[src/rtl/spi_master_xfer_ctrl.sv]
// -----------------------------------------------------------------------------
// spi_master_xfer_ctrl
//
// Master-side SPI transfer sequencer. Buffers one pending TX word, pulls ss
// low to start the baud rate generator, shifts mosi/miso on the generator's
// sample strobe, counts bits, then releases ss for a guard gap and raises the
// sticky transfer-complete flag.
//
// Ports
//   PCLK, PRESETn          clock, asynchronous active-low reset
//   spe, mstr, spiswai     enable / master select / stop-in-wait
//   spi_mode[1:0]          00 run, 01 wait, 1x stop
//   cpol, cpha, lsbfe      clock polarity/phase, bit order (1 = LSB first)
//   send_data, tx_data     one-cycle load strobe and the word to send
//   spif_clr               one-cycle clear strobe for spif
//   miso                   serial data in
//   flag_low, flag_high    baud generator phase-end strobes
//   ss                     slave select, active low (registered)
//   mosi                   serial data out (combinational from registers)
//   rx_data                last completed received word
//   spif                   transfer complete, sticky
//   tx_ovr                 one-cycle pulse: load while buffer already full
//   busy                   sequencer not idle (registered)
// -----------------------------------------------------------------------------
module spi_master_xfer_ctrl #(
    parameter int DATA_W = 8,
    parameter int SS_GAP = 2
) (
    input  logic              PCLK,
    input  logic              PRESETn,
    input  logic              spe,
    input  logic              mstr,
    input  logic              spiswai,
    input  logic [1:0]        spi_mode,
    input  logic              cpol,
    input  logic              cpha,
    input  logic              lsbfe,
    input  logic              send_data,
    input  logic [DATA_W-1:0] tx_data,
    input  logic              spif_clr,
    input  logic              miso,
    input  logic              flag_low,
    input  logic              flag_high,
    output logic              ss,
    output logic              mosi,
    output logic [DATA_W-1:0] rx_data,
    output logic              spif,
    output logic              tx_ovr,
    output logic              busy
);

    localparam int CNT_W = $clog2(DATA_W);
    localparam int GAP_W = $clog2(SS_GAP + 1);

    typedef enum logic [1:0] {
        IDLE = 2'd0,
        LOAD = 2'd1,
        XFER = 2'd2,
        GAP  = 2'd3
    } state_t;

    state_t             state_q, state_d;
    logic               ss_q, ss_d;
    logic               busy_q, busy_d;
    logic [DATA_W-1:0]  rx_q, rx_d;
    logic               spif_q, spif_d;
    logic               tx_ovr_q, tx_ovr_d;
    logic [DATA_W-1:0]  tx_buf_q, tx_buf_d;
    logic               pending_q, pending_d;
    logic [DATA_W-1:0]  shift_q, shift_d;
    logic [CNT_W-1:0]   bit_cnt_q, bit_cnt_d;
    logic [GAP_W-1:0]   gap_cnt_q, gap_cnt_d;

    logic               active;
    logic               strobe;
    logic               spif_set;
    logic [DATA_W-1:0]  shifted;

    assign active = spe & mstr & ~spiswai & ~spi_mode[1];
    // Modes 0 and 3 sample on the end of the low phase, modes 1 and 2 on the
    // end of the high phase.
    assign strobe = (cpol ^ cpha) ? flag_high : flag_low;

    // Outgoing bit sits at the end the word leaves from; incoming bit enters
    // at the opposite end so the first received bit ends up in place.
    assign shifted = lsbfe ? {miso, shift_q[DATA_W-1:1]}
                           : {shift_q[DATA_W-2:0], miso};

    always_comb begin
        state_d   = state_q;
        rx_d      = rx_q;
        tx_ovr_d  = 1'b0;
        tx_buf_d  = tx_buf_q;
        pending_d = pending_q;
        shift_d   = shift_q;
        bit_cnt_d = bit_cnt_q;
        gap_cnt_d = gap_cnt_q;
        spif_set  = 1'b0;

        // TX buffer. LOAD consumes the buffer, so a load in that same cycle is
        // a fresh word rather than an overrun.
        if (send_data) begin
            tx_buf_d  = tx_data;
            pending_d = 1'b1;
            if (pending_q && (state_q != LOAD)) begin
                tx_ovr_d = 1'b1;
            end
        end else if (state_q == LOAD) begin
            pending_d = 1'b0;
        end

        case (state_q)
            IDLE: begin
                if (active && pending_q) begin
                    state_d = LOAD;
                end
            end
            LOAD: begin
                bit_cnt_d = '0;
                if (active) begin
                    shift_d = tx_buf_q;
                    state_d = XFER;
                end else begin
                    shift_d = '0;
                    state_d = IDLE;
                end
            end
            XFER: begin
                if (!active) begin
                    // Abort: partial word is dropped, rx_data/spif untouched.
                    shift_d   = '0;
                    bit_cnt_d = '0;
                    state_d   = IDLE;
                end else if (strobe) begin
                    shift_d   = shifted;
                    bit_cnt_d = bit_cnt_q + CNT_W'(1);
                    if (bit_cnt_q == CNT_W'(DATA_W - 1)) begin
                        rx_d      = shifted;
                        spif_set  = 1'b1;
                        bit_cnt_d = '0;
                        gap_cnt_d = '0;
                        state_d   = GAP;
                    end
                end
            end
            GAP: begin
                if (gap_cnt_q == GAP_W'(SS_GAP - 1)) begin
                    state_d = IDLE;
                end else begin
                    gap_cnt_d = gap_cnt_q + GAP_W'(1);
                end
            end
            default: begin
                state_d = IDLE;
            end
        endcase

        // Completion beats a simultaneous clear so no transfer is ever lost.
        if (spif_set) begin
            spif_d = 1'b1;
        end else if (spif_clr) begin
            spif_d = 1'b0;
        end else begin
            spif_d = spif_q;
        end

        // Registered from the next state so ss/busy line up with state_q.
        ss_d   = ~((state_d == LOAD) || (state_d == XFER));
        busy_d = (state_d != IDLE);
    end

    always_ff @(posedge PCLK or negedge PRESETn) begin
        if (!PRESETn) begin
            state_q   <= IDLE;
            ss_q      <= 1'b1;
            busy_q    <= 1'b0;
            rx_q      <= '0;
            spif_q    <= 1'b0;
            tx_ovr_q  <= 1'b0;
            tx_buf_q  <= '0;
            pending_q <= 1'b0;
            shift_q   <= '0;
            bit_cnt_q <= '0;
            gap_cnt_q <= '0;
        end else begin
            state_q   <= state_d;
            ss_q      <= ss_d;
            busy_q    <= busy_d;
            rx_q      <= rx_d;
            spif_q    <= spif_d;
            tx_ovr_q  <= tx_ovr_d;
            tx_buf_q  <= tx_buf_d;
            pending_q <= pending_d;
            shift_q   <= shift_d;
            bit_cnt_q <= bit_cnt_d;
            gap_cnt_q <= gap_cnt_d;
        end
    end

    assign ss      = ss_q;
    assign busy    = busy_q;
    assign rx_data = rx_q;
    assign spif    = spif_q;
    assign tx_ovr  = tx_ovr_q;
    assign mosi    = ss_q ? 1'b0 : (lsbfe ? shift_q[0] : shift_q[DATA_W-1]);

endmodule

[config.mk]
export PLATFORM = sky130hd
export DESIGN_NAME = spi_master_xfer_ctrl
export DESIGN_NICKNAME = d
export VERILOG_FILES = /design/src/rtl/spi_master_xfer_ctrl.sv
export SDC_FILE = /design/constraint.sdc
export NUM_CORES = 1
export LEC_CHECK = 0
export ABC_CLOCK_PERIOD_IN_PS = 1600
export CORE_ASPECT_RATIO = 1.75
export CORE_UTILIZATION = 44
export CTS_CLUSTER_SIZE = 8
export DETAILED_ROUTE_END_ITERATION = 8
export DONT_BUFFER_PORTS = 1
export HOLD_SLACK_MARGIN = 0.06
export SETUP_SLACK_MARGIN = 0.05
export SLEW_MARGIN = 30
export SYNTH_ARGS = -nofsm -noshare
export SYNTH_HDL_FRONTEND = slang
export SYNTH_SLANG_ARGS = --single-unit
[constraint.sdc]
create_clock -name PCLK -period 1.6 [get_ports PCLK]
set_input_delay 0.16 -clock PCLK [delete_from_list [all_inputs] [get_ports PCLK]]
set_output_delay 0.16 -clock PCLK [all_outputs]
set_load 0.01 [all_outputs]
==> metrics.md <==
| Metric | Value |
|---|---|
| Net Sw Frac | `23.5%` |
| Max Clk Rate | `0.666 GHz` |
| Power Internal | `between 1 and 1.5 mW` |
| Nets@finish | `between 150 and 200` |
| CP Max Fanout | `5` |
| Vias in the first global route | `approximately 1,300` |
| Seq pwr share | `between 50% and 60%` |
| Reg-to-reg startpoint | `bit_cnt_q[1]` |
| Wire length of the first global-routing pass | `6350 um` |
| Most used cell, CP | `ha_1` |
| CTS clk-pin slew, worst paths | `~0.070 ns` |
| Max-Cap Viols | `0` |
| Critical R2R Capture | `rx_data[7]` |
| Post-route ant nets | `0` |
| WP buf/inv | `1` |
| Grt met3 use | `just over 4%` |
| Min-Delay Path Class | `input pin to flip-flop` |
| Clock latency on the worst-skew pair | `0.29 ns` |
| Final worst path period share | `93.9%` |
| Grt ovf | `0` |
| Crit. End Element | `flip-flop` |
| DP Wirelength | `roughly 2700 um` |
| Power Density | `about 860 nW/um^2` |
| Hold Path Depth | `2` |
| Slowest-stage cell, CP | `dfrtp_1` |
| CP Cell Sequence | `ha_1 > ha_1 > nand3_2 > buf_4 > mux2_1` |
| Total power | `1.84 mW` |
| P_sw | `around 0.43 mW` |
| Max Transition Viols Final | `0` |
| Clock sink count | `36` |
| Post-synth EDFFs | `0` |
| Met2 Usage GRT | `around 36%` |
| Via count | `~1,200` |
| Slew HR | `57.5%` |
| Post-synth cell types | `39` |
| Max stage delay on crit path | `approximately 0.40 ns` |
| Total track usage | `between 10% and 20%` |
| #FFs+latches synth | `36` |
| Post-route minimum period | `around 1.5 ns` |
| DR pass1 iterations | `6` |
| Die W | `just over 50 um` |
| Largest delay share family, worst path | `adder cells` |
| Most Used Layer, Global Route | `met2` |
| Worst EP arrival | `roughly 1.7 ns` |
| Largest net degree at the start of global routing | `37` |
| Max VDD drop | `roughly 0.74 mV` |
| Post-synthesis sequential area ratio | `50.1%` |
| DR WL/cell | `roughly 18 um` |
| CORE AREA | `around 3900 um^2` |
| Clock skew | `0.00269 ns` |
| Root Driver | `clkbuf_8` |
| DRC | `0` |
| Mapped Nets | `around 160` |
| Clock buffer depth | `2` |
| Yosys warning total | `0` |
| Flop2flop setup slack | `approximately 0.098 ns` |
| Ports | `36` |
| Gpl congestion | `around 0.75` |
| Worst Hold Launch | `lsbfe` |
| Post-Syn Area per Cell | `13.2 um^2` |
| Status | `finished, final reports clean` |
| Kind of critical path | `flip-flop to flip-flop` |
| Initial Util | `approximately 46%` |
| Grt met1 use | `20.4%` |
| Post-route setup TNS | `0 ns` |
| Initial antenna violation count | `0` |
| Synth async-reset ratio | `100%` |
| TritonCTS clock tree | `done` |
| Combinational power share | `roughly 10%` |
| Clock Power Share | `35.9%` |
| Main synth FF type | `dfrtp_1` |
| Syn Inst Count | `136` |
| PortBufs | `0` |
| Die area | `approximately 4400 um^2` |
| Critical Path RT | `~1.8 ns` |
| Slew @ Worst Pin | `roughly 0.63 ns` |
| Worst R2R Path Depth | `5` |
| Post-DR vias/cell | `around 5.7` |
| CTS Buf Count | `5` |
| Hold EP | `shift_q[1]` |
| Htree depth | `2` |
| Row Count | `30` |
| Number of failing hold endpoints at the final stage | `0` |
| Antenna cells | `0` |
| Leakage | `1.02 nW` |
| Routed WL | `3790 um` |
| Final setup violation count | `0` |
| Die H | `86.6 um` |
| 1st-iter DRT viols | `27` |
| Layout cells sized above 1 | `31.7%` |
| Unrepaired setup endpoints after global routing | `true` |
| Area delta synth->final | `18.7%` |
| CP startpoint kind | `flip-flop` |
| Cell area after synthesis | `1800 um^2` |
cell type report:
type	count	area, um^2
clock buffer	8	90.1
fill	335	1770
inverter	6	22.5
multi-input combinational	87	836
sequential	36	905
tap	48	60.1
timing repair buffer	24	224
synthesized netlist by cell type (2+ instances only):
cell       n  area [um^2]
dfrtp_1   35          876
mux2_2    14          158
a22o_1    10         87.6
a221o_1    8         80.1
mux2_4     8          120
inv_1      6         22.5
ha_1       4         50.1
nand2_1    4         15.0
and3_1     3         18.8
buf_2      3         15.0
mux2i_1    3         30.0
nor2_1     3         11.3
a32o_1     2         20.0
buf_6      2         22.5
clkbuf_1   2         7.51
mux2_1     2         22.5
nand3b_1   2         15.0
nor3_1     2         10.0
o21ai_0    2         10.0
o22ai_1    2         12.5
flip-flops by register name, summed over array words and instances, names as in the netlist:
name       cells
shift_q        8
busy           1
tx_buf_q       8
state_q        2
spif           1
pending_q      1
bit_cnt_q      3
gap_cnt_q      2
rx_data        8
tx_ovr         1
ss             1
per-layer routing:
metal / part of all wire, % / up-vias
met4: 2.6 / 0
met2: 58 / 33
li1: - / 559
met3: 4.0 / 7
met5: 0 / -
met1: 36 / 582
worst reg2reg max path, cell delays in order, from the launching register on:
cell and delay [ns]:
dfrtp_1 0.40, ha_1 0.19, ha_1 0.22, nand3_2 0.10
buf_4 0.15, mux2_1 0.32
stage by stage:
step / std cells / instance area, um^2 / util (%) / setup slack, ns / hold WS [ns]
final: 209 / 2140 / 54.7 / 0.0975 / 0.177
after global routing: 209 / 2140 / 54.7 / 0.0389 / 0.179
after CTS: 205 / 2100 / 53.7 / 0.0662 / 0.174
after detailed placement: 185 / 1880 / 48.0 / 0.0231 / -0.135
after global placement: 185 / 1880 / 48.0 / 0.0557 / -0.135
after floorplan: 136 / 1800 / - / 0.0955 / -0.136
layout by cell type (no fill, tap or decap), types with 2 or more instances in the layout:
master and count:
dfrtp_1 33, mux2_2 14, dlygate4sd3_1 11, buf_4 11, a22o_1 10, mux2_4 8, a221o_1 8, inv_1 6
clkbuf_8 6, nand2_1 4, ha_1 4, nor2_1 3, mux2i_1 3, and3_1 3, nand3b_1 2, nor3_1 2
a32o_1 2, o22ai_1 2, mux2_1 2, o21ai_0 2, clkbuf_1 2, dfrtp_2 2
cells by family after synthesis:
group	Yosys count	synth area share (%)
compound gates	28	13.1
fa+ha+maj	4	2.78
flops	36	50.1
simple gates	26	10.9
xor+xnor	2	0.973
mux	27	18.3
buf+inv	13	3.75
power by group through the flow:
| stage | registers [mW] | clock network, mW | logic [mW] |
|---|---|---|---|
| floorplan | 0.997 | 0 | 0.120 |
| global placement | 1.01 | 0 | 0.130 |
| detailed placement | 1.02 | 0 | 0.135 |
| CTS | 0.998 | 0.677 | 0.186 |
| global route | 1.00 | 0.709 | 0.203 |
| finish | 0.998 | 0.661 | 0.185 |
worst max-delay path by stage:
stage              endpoint  slack [ns]  depth (start not counted)    startpoint
4_1_cts          rx_data[0]        0.07                          5  bit_cnt_q[0]
3_5_place_dp     rx_data[0]        0.02                          4    state_q[1]
6_report         rx_data[7]         0.1                          5  bit_cnt_q[1]
5_1_grt        bit_cnt_q[1]        0.04                          5  bit_cnt_q[1]
2_1_floorplan            ss         0.1                          7    state_q[1]
3_3_place_gp     rx_data[7]        0.06                          4    state_q[1]
repair_timing:
item                                    CTS  global route
setup buffers                             0             4
gates resized for setup                   1             3
hold buffers                             12             0
hold endpoints to repair                 47             0
endpoints found under the setup margin    7            16
Note: power is estimated with default switching activity, not from simulation.
